$ cat src/rtl/cpu_pkg.sv
// Shared constants and the IF/ID payload type for the pipelined MIPS core.
package cpu_pkg;

    localparam int unsigned XLEN = 32;
    localparam int unsigned INST_W = 32;

    localparam logic [XLEN-1:0] RESET_PC   = 32'h8000_0000;
    localparam logic [XLEN-1:0] IRQ_VECTOR = 32'h8000_0004;
    localparam logic [XLEN-1:0] EXC_VECTOR = 32'h8000_0008;
    localparam logic [INST_W-1:0] NOP_INST = 32'h0000_0000;

    localparam logic [XLEN-1:0] MODE_MASK = 32'h8000_0000;

    typedef struct packed {
        logic [INST_W-1:0] inst;
        logic [XLEN-1:0]   pc_plus4;
        logic              valid;
    } ifid_t;

    localparam ifid_t IFID_BUBBLE = '{inst: NOP_INST, pc_plus4: '0, valid: 1'b0};

    // Branch/jump targets cannot change the supervisor bit; it is taken from the current pc.
    function automatic logic [XLEN-1:0] keep_mode(input logic [XLEN-1:0] target,
                                                  input logic [XLEN-1:0] pc);
        return (target & ~MODE_MASK) | (pc & MODE_MASK);
    endfunction

endpackage

$ cat src/rtl/fetch_stage_if.sv
// Fetch-stage bus: ROM port, hazard/redirect controls and the IF/ID outputs.
interface fetch_stage_if;
    import cpu_pkg::*;

    logic [XLEN-1:0]   imem_addr;
    logic [INST_W-1:0] imem_data;
    logic              stall;
    logic              flush;
    logic              br_taken;
    logic [XLEN-1:0]   br_target;
    logic              jmp;
    logic [XLEN-1:0]   jmp_target;
    logic              jr;
    logic [XLEN-1:0]   jr_target;
    logic              exc;
    logic              irq_req;
    logic              irq_ack;
    logic [XLEN-1:0]   epc;
    logic [INST_W-1:0] id_inst;
    logic [XLEN-1:0]   id_pc_plus4;
    logic              id_valid;

    modport master (
        output imem_addr, irq_ack, epc, id_inst, id_pc_plus4, id_valid,
        input  imem_data, stall, flush, br_taken, br_target, jmp, jmp_target,
               jr, jr_target, exc, irq_req
    );

    modport slave (
        input  imem_addr, irq_ack, epc, id_inst, id_pc_plus4, id_valid,
        output imem_data, stall, flush, br_taken, br_target, jmp, jmp_target,
               jr, jr_target, exc, irq_req
    );

endinterface

$ cat src/rtl/next_pc_sel.sv
// Next-PC priority mux: exc > branch > jr > jmp > irq > stall hold > sequential.
module next_pc_sel
    import cpu_pkg::*;
(
    input  logic [XLEN-1:0] pc_i,
    input  logic [XLEN-1:0] pc_plus4_i,
    input  logic            exc_i,
    input  logic            br_taken_i,
    input  logic [XLEN-1:0] br_target_i,
    input  logic            jr_i,
    input  logic [XLEN-1:0] jr_target_i,
    input  logic            jmp_i,
    input  logic [XLEN-1:0] jmp_target_i,
    input  logic            irq_take_i,
    input  logic            stall_i,
    output logic [XLEN-1:0] next_pc_o,
    output logic            redirect_o
);

    always_comb begin
        next_pc_o  = pc_plus4_i;
        redirect_o = 1'b1;
        if (exc_i) begin
            next_pc_o = EXC_VECTOR;
        end else if (br_taken_i) begin
            next_pc_o = keep_mode(br_target_i, pc_i);
        end else if (jr_i) begin
            next_pc_o = jr_target_i;
        end else if (jmp_i) begin
            next_pc_o = keep_mode(jmp_target_i, pc_i);
        end else if (irq_take_i) begin
            next_pc_o = IRQ_VECTOR;
        end else if (stall_i) begin
            next_pc_o  = pc_i;
            redirect_o = 1'b0;
        end else begin
            redirect_o = 1'b0;
        end
    end

endmodule

$ cat src/rtl/fetch_stage.sv
// Instruction fetch: owns the PC, addresses the ROM and fills the IF/ID register.
module fetch_stage
    import cpu_pkg::*;
(
    input  logic          clk,
    input  logic          reset,
    fetch_stage_if.master bus
);

    logic [XLEN-1:0] pc_q, pc_d;
    logic [XLEN-1:0] epc_q, epc_d;
    ifid_t           ifid_q, ifid_d;
    logic [XLEN-1:0] pc_plus4;
    logic            irq_take_c;
    logic            redirect;

    // Sequential increment wraps inside the low 31 bits; the mode bit is sticky.
    assign pc_plus4 = {pc_q[XLEN-1], pc_q[XLEN-2:0] + (XLEN-1)'(4)};

    // Interrupts are only taken from user mode on an otherwise quiet cycle.
    assign irq_take_c = bus.irq_req & ~pc_q[XLEN-1] & ~bus.exc & ~bus.br_taken &
                        ~bus.jr & ~bus.jmp & ~bus.stall & ~bus.flush;

    next_pc_sel u_next_pc_sel (
        .pc_i         (pc_q),
        .pc_plus4_i   (pc_plus4),
        .exc_i        (bus.exc),
        .br_taken_i   (bus.br_taken),
        .br_target_i  (bus.br_target),
        .jr_i         (bus.jr),
        .jr_target_i  (bus.jr_target),
        .jmp_i        (bus.jmp),
        .jmp_target_i (bus.jmp_target),
        .irq_take_i   (irq_take_c),
        .stall_i      (bus.stall),
        .next_pc_o    (pc_d),
        .redirect_o   (redirect)
    );

    always_comb begin
        ifid_d = ifid_q;
        epc_d  = epc_q;
        if (redirect || bus.flush) begin
            ifid_d = IFID_BUBBLE;
        end else if (!bus.stall) begin
            ifid_d = '{inst: bus.imem_data, pc_plus4: pc_plus4, valid: 1'b1};
        end
        if (bus.exc) begin
            epc_d = ifid_q.pc_plus4;
        end else if (irq_take_c) begin
            epc_d = pc_plus4;
        end
    end

    always_ff @(posedge clk or negedge reset) begin
        if (!reset) begin
            pc_q   <= RESET_PC;
            epc_q  <= '0;
            ifid_q <= IFID_BUBBLE;
        end else begin
            pc_q   <= pc_d;
            epc_q  <= epc_d;
            ifid_q <= ifid_d;
        end
    end

    assign bus.imem_addr   = pc_q;
    assign bus.irq_ack     = irq_take_c;
    assign bus.epc         = epc_q;
    assign bus.id_inst     = ifid_q.inst;
    assign bus.id_pc_plus4 = ifid_q.pc_plus4;
    assign bus.id_valid    = ifid_q.valid;

endmodule

$ cat src/flat_wrapper.sv
// flat-port wrapper written by rule: the top's interface ports become plain ports
module fetch_stage_flat import cpu_pkg::*;
  (clk, reset, bus_imem_addr, bus_irq_ack, bus_epc, bus_id_inst, bus_id_pc_plus4, bus_id_valid, bus_imem_data, bus_stall, bus_flush, bus_br_taken, bus_br_target, bus_jmp, bus_jmp_target, bus_jr, bus_jr_target, bus_exc, bus_irq_req);
  fetch_stage_if bus_i ();
  input  logic clk;
  input  logic reset;
  output wire logic [$bits(bus_i.imem_addr)-1:0] bus_imem_addr;
  output wire logic [$bits(bus_i.irq_ack)-1:0] bus_irq_ack;
  output wire logic [$bits(bus_i.epc)-1:0] bus_epc;
  output wire logic [$bits(bus_i.id_inst)-1:0] bus_id_inst;
  output wire logic [$bits(bus_i.id_pc_plus4)-1:0] bus_id_pc_plus4;
  output wire logic [$bits(bus_i.id_valid)-1:0] bus_id_valid;
  input wire logic [$bits(bus_i.imem_data)-1:0] bus_imem_data;
  input wire logic [$bits(bus_i.stall)-1:0] bus_stall;
  input wire logic [$bits(bus_i.flush)-1:0] bus_flush;
  input wire logic [$bits(bus_i.br_taken)-1:0] bus_br_taken;
  input wire logic [$bits(bus_i.br_target)-1:0] bus_br_target;
  input wire logic [$bits(bus_i.jmp)-1:0] bus_jmp;
  input wire logic [$bits(bus_i.jmp_target)-1:0] bus_jmp_target;
  input wire logic [$bits(bus_i.jr)-1:0] bus_jr;
  input wire logic [$bits(bus_i.jr_target)-1:0] bus_jr_target;
  input wire logic [$bits(bus_i.exc)-1:0] bus_exc;
  input wire logic [$bits(bus_i.irq_req)-1:0] bus_irq_req;
  assign bus_imem_addr = bus_i.imem_addr;
  assign bus_irq_ack = bus_i.irq_ack;
  assign bus_epc = bus_i.epc;
  assign bus_id_inst = bus_i.id_inst;
  assign bus_id_pc_plus4 = bus_i.id_pc_plus4;
  assign bus_id_valid = bus_i.id_valid;
  assign bus_i.imem_data = bus_imem_data;
  assign bus_i.stall = bus_stall;
  assign bus_i.flush = bus_flush;
  assign bus_i.br_taken = bus_br_taken;
  assign bus_i.br_target = bus_br_target;
  assign bus_i.jmp = bus_jmp;
  assign bus_i.jmp_target = bus_jmp_target;
  assign bus_i.jr = bus_jr;
  assign bus_i.jr_target = bus_jr_target;
  assign bus_i.exc = bus_exc;
  assign bus_i.irq_req = bus_irq_req;
  fetch_stage u_core (.clk(clk), .reset(reset), .bus(bus_i));
endmodule
$ cat config.mk
export PLATFORM = sky130hd
export DESIGN_NAME = fetch_stage_flat
export DESIGN_NICKNAME = d
export VERILOG_FILES = /design/src/rtl/cpu_pkg.sv /design/src/rtl/fetch_stage_if.sv /design/src/rtl/next_pc_sel.sv /design/src/rtl/fetch_stage.sv /design/src/flat_wrapper.sv
export SDC_FILE = /design/constraint.sdc
export NUM_CORES = 1
export LEC_CHECK = 0
export BUFFER_PORTS_ARGS = -buffer_cell sky130_fd_sc_hd__buf_4
export CORE_MARGIN = 3
export CORE_UTILIZATION = 53
export DETAILED_ROUTE_END_ITERATION = 10
export GPL_ROUTABILITY_DRIVEN = 0
export PLACE_DENSITY = 0.87
export SYNTH_ARGS = -nofsm -noshare
export SYNTH_HDL_FRONTEND = slang
export SYNTH_SLANG_ARGS = --single-unit
$ cat constraint.sdc
create_clock -name clk -period 4 [get_ports clk]
set_input_delay 0.4 -clock clk [delete_from_list [all_inputs] [get_ports clk]]
set_output_delay 0.4 -clock clk [all_outputs]
set_load 0.01 [all_outputs]
==> results.md, run 1 <==
- Library cells used by synthesis: 72
- CTS clk-pin slew, worst paths: approximately 0.06 ns
- Final slew viol count: 0
- Inserted Diodes: 0
- Final cell count without fillers: 1061
- Via density per instance: 6.30
- Post-DP HPWL: 16400 um
- Initial Util: 0.544
- Slew @ Worst Pin: 1.09 ns
- Max FO, Critical Path: 11
- CTS tree: built
- Syn Inst Count: 638
- Net Sw Power: around 880 uW
- Clk pwr share: 0.486
- CP arrival: a little over 3 ns
- Fmax: 361 MHz
- Die Y-Extent: 117 um
- H-tree levels: 4
- DR WL/cell: 21.9 um
- Latest clock arrival within the worst-skew pair: between 0.4 and 0.5 ns
- Reg power frac: 0.393
- Post-synth net total: between 700 and 800
- Antenna-violating nets left: 0
- Post-synth EDFFs: 0
- Synth top area cells: dfrtp_1 49%, a22o_1 5.7%, o21ai_0 5.2%
- Hold path startpoint: bus_imem_data[5]
- Final WL: about 23000 um
- Worst R2R End: u_core.bus.id_pc_plus4[24]$_DFFE_PN0P_
- Final nets: roughly 1000
- Sink Count: 129
- IO Pins: 267
- Kind of end point of the critical path: flop
- Design Power: 3560 uW
- Slew headroom: 0.265
- Worst Hold Depth: 2
- CORE AREA: 0.0121 mm2
- Worst EP required: ~4.2 ns
- Unrepaired setup endpoints after global routing: no
- Cells after DPL: 1028
- Setup-failing EPs final: 0
- Most common cell in the synthesized netlist: dfrtp_1
- Hold Path End: u_core.bus.id_inst[5]$_DFFE_PN0P_
- Layout cells sized above 1: 0.382
- Starting DRC count in detailed routing: about 660
- Final worst-path cycle share: 0.693
- Max clock buf depth: 2
- Comb pwr share: 0.121
- Final hold viol count: 0
- Global-route wire length before repair: 34600 um
- GRT Util Overall: 0.330
- CTS Root Cell: clkbuf_16
- Leakage power: 0.00436 uW
- Grt total ovfl: 0
- HP Class: in -> reg
- Net Sw Frac: 0.247
- Port bufs: roughly 260
- Cell area after synthesis: 0.00657 mm2
- Multi-input combinational cell area: 0.00306 mm2
- Post-synth top area share: 0.488
- Post-CTS sizing: 0
- Reg2Reg Depth: 6
- Initial antenna violation count: 0
- Power per cell area: 384 mW/mm2
- Die width: 117 um
- Fin Clk Skew: 0.00908 ns
- Flop2flop setup slack: 1.23 ns
- #FFs+latches synth: approximately 130
- R2r startpoint: u_core.bus.imem_addr[2]$_DFFE_PN0P_
- CTS Buf Count: 17
- 1st-pass router iterations: 5
- Seq/Total Area, Yosys: 0.492
- Synthesis-to-finish area growth: 41.2%
- Setup_tns: 0 ns
- Status: finished clean
- Die footprint: 0.0138 mm2
- # fillers: 819
- Critical path type: reg -> reg
- Ys flop type: dfrtp_1
- DR vias: 6689
- DRC Markers: 0
- Number of global-route vias before repair: about 6400
- Max VDD drop: 0.297 mV
- Max cap viols: 0
- Synth warnings: 0
- Pin count of the biggest net entering global routing: 66
- Min Tclk post-route: 2.77 ns
- Cell taking the most area after synthesis: dfrtp_1
- Internal: 2680 uW
- Syn Area/Cell: 10.3 um2
- Startpoint types: flop
- Register Area: between 0.003 and 0.004 mm2
- Post-synth ARST share: 1.00
- Postcts setup bufs: 0
- Row cnt: 40
- Commonest cells post-synth: 128 x dfrtp_1, 73 x nand2_1, 68 x o21ai_0, 43 x a22o_1, 25 x nor2_1
## routing by layer
| metal | vias up | routed length (um) | GRT usage |
|---|---|---|---|
| li1 | 2909 | - | - |
| met1 | 3249 | 8490 | 0.417 |
| met2 | 462 | 11300 | 0.539 |
| met4 | 0 | 992 | 0.157 |
| met3 | 69 | 2390 | 0.0751 |
| met5 | - | 0 | 0 |
## worst max path at each step
stage | start | end | slack, ns | cells past startpoint
2_1_floorplan | bus_exc | u_core.bus.epc[2]$_DFFE_PN0P_ | 2.13 | 7
3_3_place_gp | u_core.bus.imem_addr[2]$_DFFE_PN0P_ | u_core.bus.imem_addr[30]$_DFFE_PN0P_ | 1.40 | 6
3_5_place_dp | u_core.bus.imem_addr[2]$_DFFE_PN0P_ | u_core.bus.imem_addr[30]$_DFFE_PN0P_ | 1.33 | 6
4_1_cts | u_core.bus.imem_addr[2]$_DFFE_PN0P_ | u_core.bus.imem_addr[30]$_DFFE_PN0P_ | 1.29 | 6
5_1_grt | u_core.bus.imem_addr[2]$_DFFE_PN0P_ | u_core.bus.id_pc_plus4[24]$_DFFE_PN0P_ | 1.09 | 6
6_report | u_core.bus.imem_addr[2]$_DFFE_PN0P_ | u_core.bus.id_pc_plus4[24]$_DFFE_PN0P_ | 1.23 | 6
## timing repair
| item | in CTS | in global routing |
|---|---|---|
| hold buffers | 1 | 0 |
| setup endpoints to repair | 0 | 0 |
| hold endpoints to repair | 29 | 0 |
## area by class of cell
cell class                 count  area share
clock buffer                  20      0.0493
clock inverter                12      0.0220
inverter                      12     0.00486
multi-input combinational    447       0.330
sequential                   129       0.348
tap                          168      0.0227
timing repair buffer         273       0.223
## placed cells by master (no fill, tap or decap), drive strengths merged, types with 14 or more instances in the layout
cell type / synthesis / final
a22oi: 21 / 21
a22o: 43 / 43
o31ai: 16 / 16
buf: 25 / 272
a221oi: 14 / 14
dfrtp: 128 / 128
nand2: 73 / 73
o21ai: 70 / 70
clkbuf: 25 / 20
a21oi: 16 / 16
nor2: 27 / 27
## through the flow
stage | cell area, um2 | hold WS, ns | setup slack, ns | util
2_1_floorplan | 6570 | 0.104 | 2.13 | -
3_3_place_gp | 8600 | 0.415 | 1.40 | 0.713
3_5_place_dp | 8600 | 0.418 | 1.33 | 0.713
4_1_cts | 9270 | 0.192 | 1.29 | 0.769
5_1_grt | 9270 | 0.199 | 1.09 | 0.769
6_report | 9270 | 0.209 | 1.23 | 0.769
## flip-flops by register name (all words and copies together) (netlist names)
name                    flops
u_core.bus.id_inst         32
u_core.bus.id_valid         1
u_core.bus.id_pc_plus4     32
u_core.bus.epc             32
u_core.bus.imem_addr       32
## worst max-delay path, stage by stage, from the launching register on
cell     delay [ns]
dfrtp_1        0.51
ha_1           0.34
nand4_1        0.14
nor4_2         0.84
nand2_1        0.29
xnor2_1        0.36
o21ai_0        0.13
## logic make-up after synthesis
family                     count (synthesis)  synth area share
AOI/OAI and AO/OA                        257             0.288
buffers and inverters                     62            0.0431
DFF                                      129             0.492
xor gates and xnor gates                  26            0.0347
adders and majority gates                  1           0.00191
and+or+nand+nor                          163             0.140
## power groups by stage
stage / Sequential (uW) / Clock, uW / Combinational [uW]
2_1_floorplan: 1420 / 0 / 173
3_3_place_gp: 1420 / 0 / 410
3_5_place_dp: 1420 / 0 / 420
4_1_cts: 1400 / 1740 / 426
5_1_grt: 1400 / 1800 / 461
6_report: 1400 / 1730 / 432
No activity file was read; power rests on OpenSTA's default activity.
==> inputs of run 2 (changes only) <==
- CORE_UTILIZATION: 53 -> 44
- PLACE_DENSITY: 0.87 -> 0.77
- clock period: 4 -> 2.4 ns (I/O delays scaled with it)
==> run 2 against run 1 <==
Fmax grew 23%. Critical path depth shrank 1. Setup slack worse by 1.1 ns. Clock-buffer cell count fell by 1. Worst hold slack got worse by 0.17 ns. Non-clock buffer count grew 24. Sequential share of layout area shrank 0.45 points. First-iteration DRC count is 17% lower. Design area up 1.3%. Critical endpoint is now u_core.bus.id_pc_plus4[17]$_DFFE_PN0P_.
==> results.md, run 2 (synthesis gave the netlist of run 1 again) <==
- GRT Util Overall: 0.278
- Post-DP HPWL: about 17000 um
- Setup-failing EPs final: 0
- Antenna-violating nets left: 0
- Global-route wire length before repair: 35100 um
- Final WL: 23200 um
- Flop2flop setup slack: 0.15 ns
- Max clock buf depth: 2
- Setup_tns: 0 ns
- Reg2Reg Depth: 5
- Final hold viol count: 0
- Number of global-route vias before repair: 6247
- Unrepaired setup endpoints after global routing: no
- Grt total ovfl: 0
- R2r startpoint: u_core.bus.imem_addr[2]$_DFFE_PN0P_
- Die width: 128 um
- IO Pins: roughly 270
- Critical path type: reg -> reg
- Kind of end point of the critical path: flop
- Leakage power: approximately 0.0045 uW
- Worst R2R End: u_core.bus.id_pc_plus4[17]$_DFFE_PN0P_
- CTS tree: built
- Final nets: about 1000
- Most common cell after layout, fill and taps aside: buf_4
- Row cnt: between 40 and 50
- DR WL/cell: 21.1 um
- Slew @ Worst Pin: 1.02 ns
- H-tree levels: 4
- Max cap viols: 0
- Power per cell area: 596 mW/mm2
- Max FO, Critical Path: 8
- Worst EP required: 2.64 ns
- Fmax: 445 MHz
- Starting DRC count in detailed routing: 549
- DRC Markers: 0
- 1st-pass router iterations: 5
- Post-CTS sizing: 0
- Pin count of the biggest net entering global routing: 58
- Latest clock arrival within the worst-skew pair: between 0.4 and 0.5 ns
- Initial antenna violation count: 0
- Startpoint types: flop
- Port bufs: 264
- CP Launch Point: u_core.bus.imem_addr[2]$_DFFE_PN0P_
- CP Capture Point: u_core.bus.id_pc_plus4[17]$_DFFE_PN0P_
- Inserted Diodes: 0
- Pre-CTS WS: 0.211 ns
- Worst setup margin: 0.153 ns
- Most frequent cells in the layout: 295 x buf_4, 128 x dfrtp_1, 73 x nand2_1
- HP Class: in -> reg
- CTS Root Cell: clkbuf_16
- Fin Clk Skew: 0.00847 ns
- Hold_buf cts: 1
- CP arrival: 2.49 ns
- CORE AREA: 0.0146 mm2
- Synthesis-to-finish area growth: 43.1%
- CTS clk-pin slew, worst paths: 0.06 ns
- Initial Util: 0.450
- Max VDD drop: 0.484 mV
- Slew headroom: 0.321
- Die Y-Extent: 128 um
- Die footprint: between 0.015 and 0.02 mm2
- Final slew viol count: 0
- Layout cells sized above 1: 0.398
- DR vias: 6598
- Min Tclk post-route: 2.25 ns
- Final worst-path cycle share: 0.936
- Via density per instance: 5.99
- Status: finished clean
- Postcts setup bufs: 0
- Sink Count: about 130
- CTS Buf Count: 17
## run 2: changes by cell type in the layout (fill, tap and decap cells not counted)
| cell | change |
|---|---|
| bufinv_16 | -3 |
| buf_4 | +24 |
| clkinvlp_4 | -3 |
| clkbuf_8 | -1 |
| clkinv_4 | +3 |
| clkinv_2 | +4 |
## run 2: cell type report
type	instances	area (um2)
clock buffers	19	443
flip-flops and latches	129	3230
clock inverters	13	138
inverters	12	45.0
repair buffers	297	2240
fillers	1198	5200
multi-input cells	447	3060
well taps	184	230
## run 2: power by group
| group | internal (uW) | switching, uW |
|---|---|---|
| Clock | 1550 | 960 |
| Combinational | 359 | 400 |
| Sequential | 2230 | 94.1 |
| Total | 4140 | 1450 |
## run 2: stage by stage
step	std cells	hold WS [ns]	power (uW)	area, um2	utilization
detailed placement	1068	0.239	3110	8800	0.603
global placement	1068	0.236	3100	8800	0.603
finish	1101	0.0440	5600	9390	0.644
CTS	1101	0.0270	5630	9390	0.644
floorplan	638	-0.0556	2650	6570	-
global route	1101	0.0279	5810	9390	0.644
## run 2: worst min path at each step
stage	slack [ns]	depth (start not counted)	endpoint	from
6_report	0.04	2	u_core.bus.id_inst[17]$_DFFE_PN0P_	bus_imem_data[17]
5_1_grt	0.03	2	u_core.bus.id_inst[17]$_DFFE_PN0P_	bus_imem_data[17]
4_1_cts	0.03	2	u_core.bus.id_inst[17]$_DFFE_PN0P_	bus_imem_data[17]
3_5_place_dp	0.24	1	u_core.bus.imem_addr[12]$_DFFE_PN0P_	reset
3_3_place_gp	0.24	1	u_core.bus.imem_addr[12]$_DFFE_PN0P_	reset
2_1_floorplan	-0.06	0	u_core.bus.epc[0]$_DFFE_PN0P_	reset
## run 2: worst max-delay path, cell delays in order, from the launching register on
cell,delay (ns)
dfrtp_1,0.55
and4_4,0.33
nand4_4,0.23
or3_4,0.47
xnor2_1,0.34
o21ai_0,0.15
## run 2: routing by layer
layer  vias to the layer above  routed length (um)  GRT usage
li1                       2969                   -          -
met1                      3194                9410      0.371
met2                       375               10800      0.437
met3                        60                2350     0.0717
met4                         0                 658      0.105
met5                         -                   0          0
